[config.mk]
export PLATFORM = sky130hd
export DESIGN_NAME = alu_iter
export DESIGN_NICKNAME = d
export VERILOG_FILES = /design/src/rtl/alu_pkg.sv /design/src/rtl/alu_shifter.sv /design/src/rtl/alu_iter.sv
export SDC_FILE = /design/constraint.sdc
export NUM_CORES = 1
export LEC_CHECK = 0
export BUFFER_PORTS_ARGS = -buffer_cell sky130_fd_sc_hd__buf_2
export CAP_MARGIN = 20
export CORE_AREA = 2 2 187 189
export DETAILED_ROUTE_END_ITERATION = 16
export DIE_AREA = 0 0 189 191
export GPL_ROUTABILITY_DRIVEN = 1
export SYNTH_ARGS = -nofsm -noshare
export SYNTH_HDL_FRONTEND = slang
export SYNTH_SLANG_ARGS = --single-unit
[constraint.sdc]
create_clock -name clk -period 4.3 [get_ports clk]
set_input_delay 0 -clock clk [delete_from_list [all_inputs] [get_ports clk]]
set_output_delay 0 -clock clk [all_outputs]
set_load 0.02 [all_outputs]
[src/rtl/alu_pkg.sv]
// ============================================================================
// Module : alu_pkg
// Brief  : ALU control codes, FSM state type and op classification helper.
// Rev    : 1.0
// ============================================================================
`default_nettype none

package alu_pkg;

  localparam logic [3:0] ALU_AND  = 4'b0000;
  localparam logic [3:0] ALU_OR   = 4'b0001;
  localparam logic [3:0] ALU_ADD  = 4'b0010;
  localparam logic [3:0] ALU_SLL  = 4'b0011;
  localparam logic [3:0] ALU_SUB  = 4'b0110;
  localparam logic [3:0] ALU_SLT  = 4'b0111;
  localparam logic [3:0] ALU_LUI  = 4'b1000;
  localparam logic [3:0] ALU_XOR  = 4'b1001;
  localparam logic [3:0] ALU_BLEZ = 4'b1010;
  localparam logic [3:0] ALU_SRLV = 4'b1011;
  localparam logic [3:0] ALU_SRL  = 4'b1100;

  typedef enum logic [0:0] {
    IDLE  = 1'b0,
    SHIFT = 1'b1
  } alu_state_t;

  function automatic logic is_shift(input logic [3:0] code);
    return (code == ALU_SLL) || (code == ALU_SRL) ||
           (code == ALU_SRLV) || (code == ALU_LUI);
  endfunction

endpackage

`default_nettype wire

[src/rtl/alu_shifter.sv]
// ============================================================================
// Module : alu_shifter
// Brief  : One-bit-per-cycle shifter (accumulator, counter, direction);
//          a combinational barrel shifter when ALU_FAST_SHIFT_EN is defined.
// Rev    : 1.0
// ============================================================================
`default_nettype none

module alu_shifter #(
  parameter int WIDTH = 32
) (
`ifndef ALU_FAST_SHIFT_EN
  input  logic             clk,
  input  logic             reset,
  input  logic             load,
  output logic [WIDTH-1:0] step_out,
  output logic             last,
`endif
  input  logic             left,
  input  logic [WIDTH-1:0] din,
  input  logic [4:0]       count,
  output logic [WIDTH-1:0] out
);

`ifdef ALU_FAST_SHIFT_EN

  assign out = left ? (din << count) : (din >> count);

`else

  logic [WIDTH-1:0] r_acc;
  logic [4:0]       r_cnt;
  logic             r_left;

  // A zero-count shift completes in the accept cycle, so it passes din through.
  assign out      = din;
  assign step_out = r_left ? {r_acc[WIDTH-2:0], 1'b0} : {1'b0, r_acc[WIDTH-1:1]};
  assign last     = (r_cnt == 5'd1);

  always_ff @(posedge clk or posedge reset) begin
    if (reset) begin
      r_acc  <= '0;
      r_cnt  <= 5'd0;
      r_left <= 1'b0;
    end else if (load) begin
      r_acc  <= din;
      r_cnt  <= count;
      r_left <= left;
    end else if (r_cnt != 5'd0) begin
      r_acc <= step_out;
      r_cnt <= r_cnt - 5'd1;
    end
  end

`endif

endmodule

`default_nettype wire

[src/rtl/alu_iter.sv]
// ============================================================================
// Module : alu_iter
// Brief  : Multi-cycle ALU with start/done handshake and iterative shifter.
//          Define ALU_FAST_SHIFT_EN for single-cycle barrel shifts.
// Rev    : 1.0
// ============================================================================
`default_nettype none

module alu_iter
  import alu_pkg::*;
#(
  parameter int WIDTH = 32
) (
  input  logic             clk,
  input  logic             reset,
  input  logic             start,
  input  logic [3:0]       alucontrol,
  input  logic [WIDTH-1:0] a,
  input  logic [WIDTH-1:0] b,
  input  logic [4:0]       shamt,
  output logic             busy,
  output logic             done,
  output logic [WIDTH-1:0] result,
  output logic             zero,
  output logic             illegal
);

  alu_state_t       r_state, w_state_n;
  logic [WIDTH-1:0] r_result, w_result_n;
  logic             r_zero, w_zero_n;
  logic             r_illegal, w_illegal_n;
  logic             r_done, w_done_n;

  logic [4:0]       w_count;
  logic             w_left;
  logic [WIDTH-1:0] w_shift_out;
  logic [WIDTH-1:0] w_op_res;
  logic             w_op_zero;
  logic             w_op_ill;
`ifndef ALU_FAST_SHIFT_EN
  logic             w_load;
  logic             w_last;
  logic [WIDTH-1:0] w_step;
`endif

  always_comb begin
    w_left = (alucontrol == ALU_SLL) || (alucontrol == ALU_LUI);
    case (alucontrol)
      ALU_SRLV: w_count = a[4:0];
      ALU_LUI:  w_count = 5'd16;
      default:  w_count = shamt;
    endcase
  end

  alu_shifter #(.WIDTH(WIDTH)) u_shifter (
`ifndef ALU_FAST_SHIFT_EN
    .clk      (clk),
    .reset    (reset),
    .load     (w_load),
    .step_out (w_step),
    .last     (w_last),
`endif
    .left     (w_left),
    .din      (b),
    .count    (w_count),
    .out      (w_shift_out)
  );

  // Result of any op that finishes in the accept cycle.
  always_comb begin
    w_op_res = '0;
    w_op_ill = 1'b0;
    case (alucontrol)
      ALU_AND:  w_op_res = a & b;
      ALU_OR:   w_op_res = a | b;
      ALU_ADD:  w_op_res = a + b;
      ALU_SUB:  w_op_res = a - b;
      ALU_SLT:  w_op_res = {{(WIDTH-1){1'b0}}, ($signed(a) < $signed(b))};
      ALU_XOR:  w_op_res = a ^ b;
      ALU_BLEZ: w_op_res = '0;
      ALU_SLL, ALU_SRL, ALU_SRLV, ALU_LUI: w_op_res = w_shift_out;
      default:  w_op_ill = 1'b1;
    endcase
    w_op_zero = (w_op_res == '0);
    if (alucontrol == ALU_BLEZ) begin
      w_op_zero = a[WIDTH-1] | (a == '0);
    end
  end

  always_comb begin
    w_state_n   = r_state;
    w_done_n    = 1'b0;
    w_result_n  = r_result;
    w_zero_n    = r_zero;
    w_illegal_n = r_illegal;
`ifndef ALU_FAST_SHIFT_EN
    w_load      = 1'b0;
`endif
    case (r_state)
      IDLE: begin
        if (start) begin
`ifndef ALU_FAST_SHIFT_EN
          if (is_shift(alucontrol) && (w_count != 5'd0)) begin
            w_load    = 1'b1;
            w_state_n = SHIFT;
          end else
`endif
          begin
            w_done_n    = 1'b1;
            w_result_n  = w_op_res;
            w_zero_n    = w_op_zero;
            w_illegal_n = w_op_ill;
          end
        end
      end
      SHIFT: begin
`ifndef ALU_FAST_SHIFT_EN
        if (w_last) begin
          w_state_n   = IDLE;
          w_done_n    = 1'b1;
          w_result_n  = w_step;
          w_zero_n    = (w_step == '0);
          w_illegal_n = 1'b0;
        end
`else
        w_state_n = IDLE;
`endif
      end
      default: w_state_n = IDLE;
    endcase
  end

  always_ff @(posedge clk or posedge reset) begin
    if (reset) begin
      r_state <= IDLE;
    end else begin
      r_state <= w_state_n;
    end
  end

  always_ff @(posedge clk or posedge reset) begin
    if (reset) begin
      r_done    <= 1'b0;
      r_result  <= '0;
      r_zero    <= 1'b0;
      r_illegal <= 1'b0;
    end else begin
      r_done    <= w_done_n;
      r_result  <= w_result_n;
      r_zero    <= w_zero_n;
      r_illegal <= w_illegal_n;
    end
  end

  assign busy    = (r_state == SHIFT);
  assign done    = r_done;
  assign result  = r_result;
  assign zero    = r_zero;
  assign illegal = r_illegal;

endmodule

`default_nettype wire

* After elaboration in Yosys (flattened, before gate mapping)
Cells that the tools add are included.
** Word-level totals
- Flip-flop bits (word level) :: 74
- Word-level logic and storage cells :: 76
- Bits of input ports :: 76
** Operators by class
- Bitwise operators :: 5
- Equality and inequality tests :: 14
- Reduce and logical (&&, ||, !) cells :: 15
- Add/sub/neg operators :: 3
- Magnitude comparators :: 1
- Muxes and demuxes :: 30
** Operators by type and width (number)
- $pmux W32 S7 :: 1
- $mux W32 :: 6
- $logic_not A32 Y1 :: 3
- $pmux W32 S2 :: 1
- $add A32 B32 Y32 :: 1
- $and A32 B32 Y32 :: 1
- $lt A32 B32 Y1 :: 1
- $or A32 B32 Y32 :: 1
- $sub A32 B32 Y32 :: 1
- $xor A32 B32 Y32 :: 1
- $eq A4 B4 Y1 const B :: 5
- $mux W1 :: 15
- $reduce_or A11 Y1 :: 1
- $mux W5 :: 2
- $pmux W5 S2 :: 1
- $reduce_bool A5 Y1 :: 2
- $eq A4 B2 Y1 const B :: 2
- $eq A4 B3 Y1 const B :: 2
- $pmux W1 S2 :: 4
- $eq A5 B1 Y1 const B :: 1
- $sub A5 B1 Y5 const B :: 1
- $eq A4 B1 Y1 const B :: 1
- $logic_not A4 Y1 :: 1
- $logic_or A1 B1 Y1 :: 4
- 8 further kinds :: 9

* Longest topological paths before layout
- Depth after elaboration :: 9
- Depth in mapped cells :: 15
- Depth with buffers taken out :: 15

* Modules after synthesis
A second synthesis with hierarchy kept.
** Second synthesis, totals
- Cells, all modules :: 1334
- Area total of the unflattened synthesis :: 10293.6 um2
** Modules (own cells, without submodules)
- alu_iter :: times used 1, area each 7878.8 um2, cells each 1094
- alu_shifter :: times used 1, area each 2414.8 um2, cells each 240

* Worst setup path after synthesis
OpenSTA, ideal clock, no wires.
- Kind :: input-to-reg
- From :: input b[1]
- To :: register r_zero (netlist: zero)
- Required time :: 4.208 ns
- Setup time :: 0.092 ns
- Stages :: 13
- Buffers on the path :: 0
- Data arrival time :: 3.503 ns
- Slack :: 0.705 ns
- Cell sequence :: inv_1 ha_1 o21ba_1 a2111o_1 a21oi_1 nor3_1 a21oi_1 o221ai_1 nand2b_1 or4b_1 or4_1 or4_1 o31ai_2
** On the way
- Cells in the longest elaborated chain, start to end :: 7
- Elaborated cells on any way between the ends :: 12
- Those cells by class :: add/sub (2); order compare (1); mux (5); bitwise (3); reduce/logical (1)
** Ends and longest elaborated chain
- start, declared :: line alu_iter.sv:19 : input logic [WIDTH-1:0] b,
- $sub A32 B32 Y32 (tied with other cells) :: line alu_iter.sv:77 : ALU_SUB: w_op_res = a - b;
- $pmux W32 S7 * :: line alu_iter.sv:73 : case (alucontrol)
- $logic_not A32 Y1 * :: line alu_iter.sv:84 : w_op_zero = (w_op_res == '0);
- $mux W1 * :: line alu_iter.sv:85 : if (alucontrol == ALU_BLEZ) begin
- $mux W1 * :: line alu_iter.sv:103 : if (is_shift(alucontrol) && (w_count != 5'd0)) begin
- $mux W1 * :: line alu_iter.sv:101 : if (start) begin
- $pmux W1 S2 * :: line alu_iter.sv:99 : case (r_state)
- end signal, assigned :: line alu_iter.sv:150 : r_zero <= w_zero_n;
- end, declared :: line alu_iter.sv:30 : logic r_zero, w_zero_n;
Every way passes the cells marked *; elsewhere a longest branch is shown, timed or not. The select of a mux whose other input is x is not followed.
A chain may end at the register's enable or synchronous reset.

* Final worst setup path
- From :: register u_shifter.r_left
- To :: register r_zero (netlist: zero)
** On the way
- Cells in the longest elaborated chain, start to end :: 4
** Ends and longest elaborated chain
- start, declared :: line alu_shifter.sv:33 : logic r_left;
- start signal, assigned :: line alu_shifter.sv:48 : r_left <= left;
- $mux W32 :: line alu_shifter.sv:37 : assign step_out = r_left ? {r_acc[WIDTH-2:0], 1'b0} : {1'b0, r_acc[WIDTH-1:1]};
- $logic_not A32 Y1 :: line alu_iter.sv:122 : w_zero_n = (w_step == '0);
- $mux W1 :: line alu_iter.sv:118 : if (w_last) begin
- $pmux W1 S2 :: line alu_iter.sv:99
No other way between the ends. The select of a mux whose other input is x is not followed.

==> impl_metrics.py <==
metrics = {
    "floorplan": {
        "dieArea_mm2": 0.03610,
        "rows": 68,
        "initial_core_util": 0.2966,
        "die_height_um": 191,
        "core_mm2": 0.03412,
        "die_w_um": 189,
        "pin_count": 112,
    },
    "route": {
        "drt_wl_total_um": 42860,
        "vias": 11323,
        "drc": 0,
        "wire_per_inst_um": 21.87,
        "dr.pass1.iters": 5,
        "ant_nets": 0,
        "vias_per_cell": 5.777,
        "drtIter0Drc": 1243,
    },
    "sta": {
        "setup_viol": 0,
        "finalCritPeriodShare": 0.9586,
        "fmax_mhz": 242.6,
        "finalCriticalPeriod_ns": 4.122,
        "final-max-slew-violation-count": 0,
        "slew_headroom": 0.1723,
        "fin_hold_ws_ns": -0.009164,
        "tightest_slew_ns": 1.232,
        "final.setup.tns_ns": 0,
        "rsz0062_at_grt": "no",
        "skew_ns": 0.01106,
        "hold_viol": 1,
    },
    "final_layout": {
        "layout_common_cells": "a21oi_1, nor2_1, nand2_1, buf_2, ha_1",
        "n_fill_cell": 3690,
        "final_common_cell": "a21oi_1",
        "syn_to_final_growth_pct": 16.47,
        "stdcell_area_mm2": 0.01179,
        "nets": 1679,
        "regArea_mm2": 0.001856,
        "layoutNonFillerInstCount": 1960,
        "drive_gt1_frac": 0.1722,
        "multi_input_area_mm2": 0.007492,
    },
    "outcome": {
        "violations": "negative hold slack",
        "outcome": "finished, violations left",
    },
    "yosys": {
        "synthArstFlopShare": 1.000,
        "synth_nets": 1568,
        "synthDistinctLibCells": 90,
        "netlist_instances": 1388,
        "yosys_warnings": 0,
        "synth_seq_area_share": 0.1830,
        "syn_avg_cell_area_um2": 7.290,
        "ys.flop_type": "dfrtp_1",
        "ys_ff_latch": 74,
        "synth-edff-count": 0,
        "synth_area_mm2": 0.01012,
    },
    "setup_path": {
        "crit_path_frequent_cell": "or4_1",
        "worstSetupEndpointType": "flip-flop",
        "worst-setup-path-type": "reg -> reg",
        "worst_ep_arrival_time_ns": 4.37,
        "path_max_fanout": 17,
        "start_kind": "flip-flop",
        "cpPeakStageDelay_ns": 0.59,
        "cpMaxStageDelayCell": "dfrtp_4",
        "worstPathCellList": "buf_4, or4_1, o22ai_1, nand4_1, a21oi_2, nand3_1, nor4_1, or4b_1, or4_1, or4_1, o31ai_2",
        "worst-endpoint-required_ns": 4.55,
    },
    "clock_network": {
        "cts_num_sinks": 74,
        "h-tree-depth": 3,
        "path_clk_slew_ns": 0.06,
        "cts_inserted_buffers": 9,
        "clockBufferDepth": 2,
        "cts-root-buf": "clkbuf_16",
        "post_cts_buffers": 0,
        "clk_latency_ns": 0.34,
        "cts_tree": "yes",
    },
    "global_route": {
        "grt_pass1_vias": 10726,
        "grt_antenna_before_repair": 1,
        "grt_overflow_total": 0,
        "grt_first_pass_wirelength_um": 65170,
        "grtUsageTotal": 0.2333,
        "grt_max_degree": 64,
    },
    "pwr": {
        "power_frac_comb": 0.585,
        "ir_worst_vdd_v": 0.0002344,
        "p_clk_frac": 0.144,
        "power_w": 0.005219,
        "leakage_nw": 5.249,
        "seqPwrFrac": 0.271,
        "p_switching_w": 0.002542,
        "swShare": 0.4871,
        "internal_power_w": 0.002677,
        "power_density_mw_per_mm2": 442.9,
    },
    "placement": {
        "portBuffers": 111,
        "place_area_mm2": 0.01144,
        "hpwl_um": 34730,
        "globalplace.congestion": 0.9703,
        "placed_cells": 1940,
    },
    "min_path": {
        "holdCritPathClass": "in -> reg",
    },
    "run": {
        "drv_cap": 0,
    },
}
## repair_timing
action,4_1_cts,5_1_grt
hold buffers,2,0
resized for setup,0,3
hold endpoints to repair,45,0
endpoints found under the setup margin,0,1
## Yosys cell counts (14+ instances only)
cell / instances / area [µm²]
a21oi_1: 154 / 770.7
nor2_1: 142 / 533.0
nand2_1: 130 / 488.0
ha_1: 102 / 1276
inv_1: 97 / 364.1
o21ai_0: 96 / 480.5
dfrtp_1: 74 / 1852
clkbuf_1: 49 / 183.9
mux2i_1: 41 / 410.4
nor3_1: 34 / 170.2
nor4_1: 28 / 175.2
nand3_1: 27 / 135.1
a211oi_1: 24 / 180.2
nand2b_1: 20 / 125.1
buf_2: 19 / 95.09
a21o_1: 17 / 127.6
nor2b_1: 17 / 106.4
a221oi_1: 16 / 140.1
o31ai_1: 16 / 120.1
mux2_2: 15 / 168.9
nand4_1: 14 / 87.58
## critical path, delay by kind of cell (launching register included)
family / cells / cell delay, ns
AOI/OAI and AO/OA: 3 / 0.58
buffers and inverters: 1 / 0.25
and+or+nand+nor: 7 / 2.60
DFF: 1 / 0.59
## metrics by stage
step / util / setup slack (ns)
floorplan: - / 0.7050
global placement: 0.3353 / -0.2070
detailed placement: 0.3353 / -0.2089
CTS: 0.3445 / 0.1420
global route: 0.3454 / 0.007098
finish: 0.3454 / 0.1782
## power by group through the flow
| stage | Combinational [W] | Clock (W) | Sequential, W |
|---|---|---|---|
| after floorplan | 0.00183 | 0 | 0.00147 |
| after global placement | 0.00298 | 0 | 0.00141 |
| after detailed placement | 0.00299 | 0 | 0.00141 |
| after CTS | 0.00301 | 0.000763 | 0.00140 |
| after global routing | 0.00336 | 0.000796 | 0.00146 |
| final | 0.00305 | 0.000750 | 0.00141 |
## registers in the layout (all words and copies together), names as in the netlist
register	cells
u_shifter.r_cnt	5
illegal	1
result	32
zero	1
done	1
u_shifter.r_acc	32
u_shifter.r_left	1
busy	1
## worst paths after layout
check | startpoint | endpoint | slack, ns | cells past startpoint
min in group asynchronous | reset | result[26] | 0.34 | 3
hold reg to reg | result[18] | result[18] | 0.47 | 2
setup reg to reg | u_shifter.r_left | zero | 0.18 | 11
hold / removal | b[28] | u_shifter.r_acc[28] | -0.009 | 3
setup / recovery | u_shifter.r_left | zero | 0.18 | 11
max in group asynchronous | reset | u_shifter.r_left | 3.03 | 4
## kinds of logic (layout without fill, tap and decap cells)
family | after synthesis | after routing | synth area share
compound gates | 483 | 483 | 0.3177
simple gates | 470 | 470 | 0.2233
buf+inv | 193 | 309 | 0.08174
fa+ha+maj | 104 | 104 | 0.1301
flops | 74 | 74 | 0.1830
mux | 56 | 56 | 0.05725
xor+xnor | 8 | 8 | 0.006925
other cells | 0 | 1 | 0
## routing by layer
layer,track usage,vias up,wire length (µm)
li1,-,5291,-
met1,0.3332,5387,19450
met2,0.3669,571,18750
met3,0.01964,74,3243
met4,0.08173,0,1405
met5,0,-,0
## layout make-up
cell class                      count  area share
Multi-Input combinational cell   1121      0.6357
Sequential cell                    74      0.1574
Timing Repair Buffer              191      0.1006
Tap cell                          455     0.04831
Inverter                          102     0.03259
Clock buffer                       10     0.01943
Clock inverter                      6    0.005627
Antenna cell                        1   0.0002123
No activity file was read; power rests on OpenSTA's default activity.
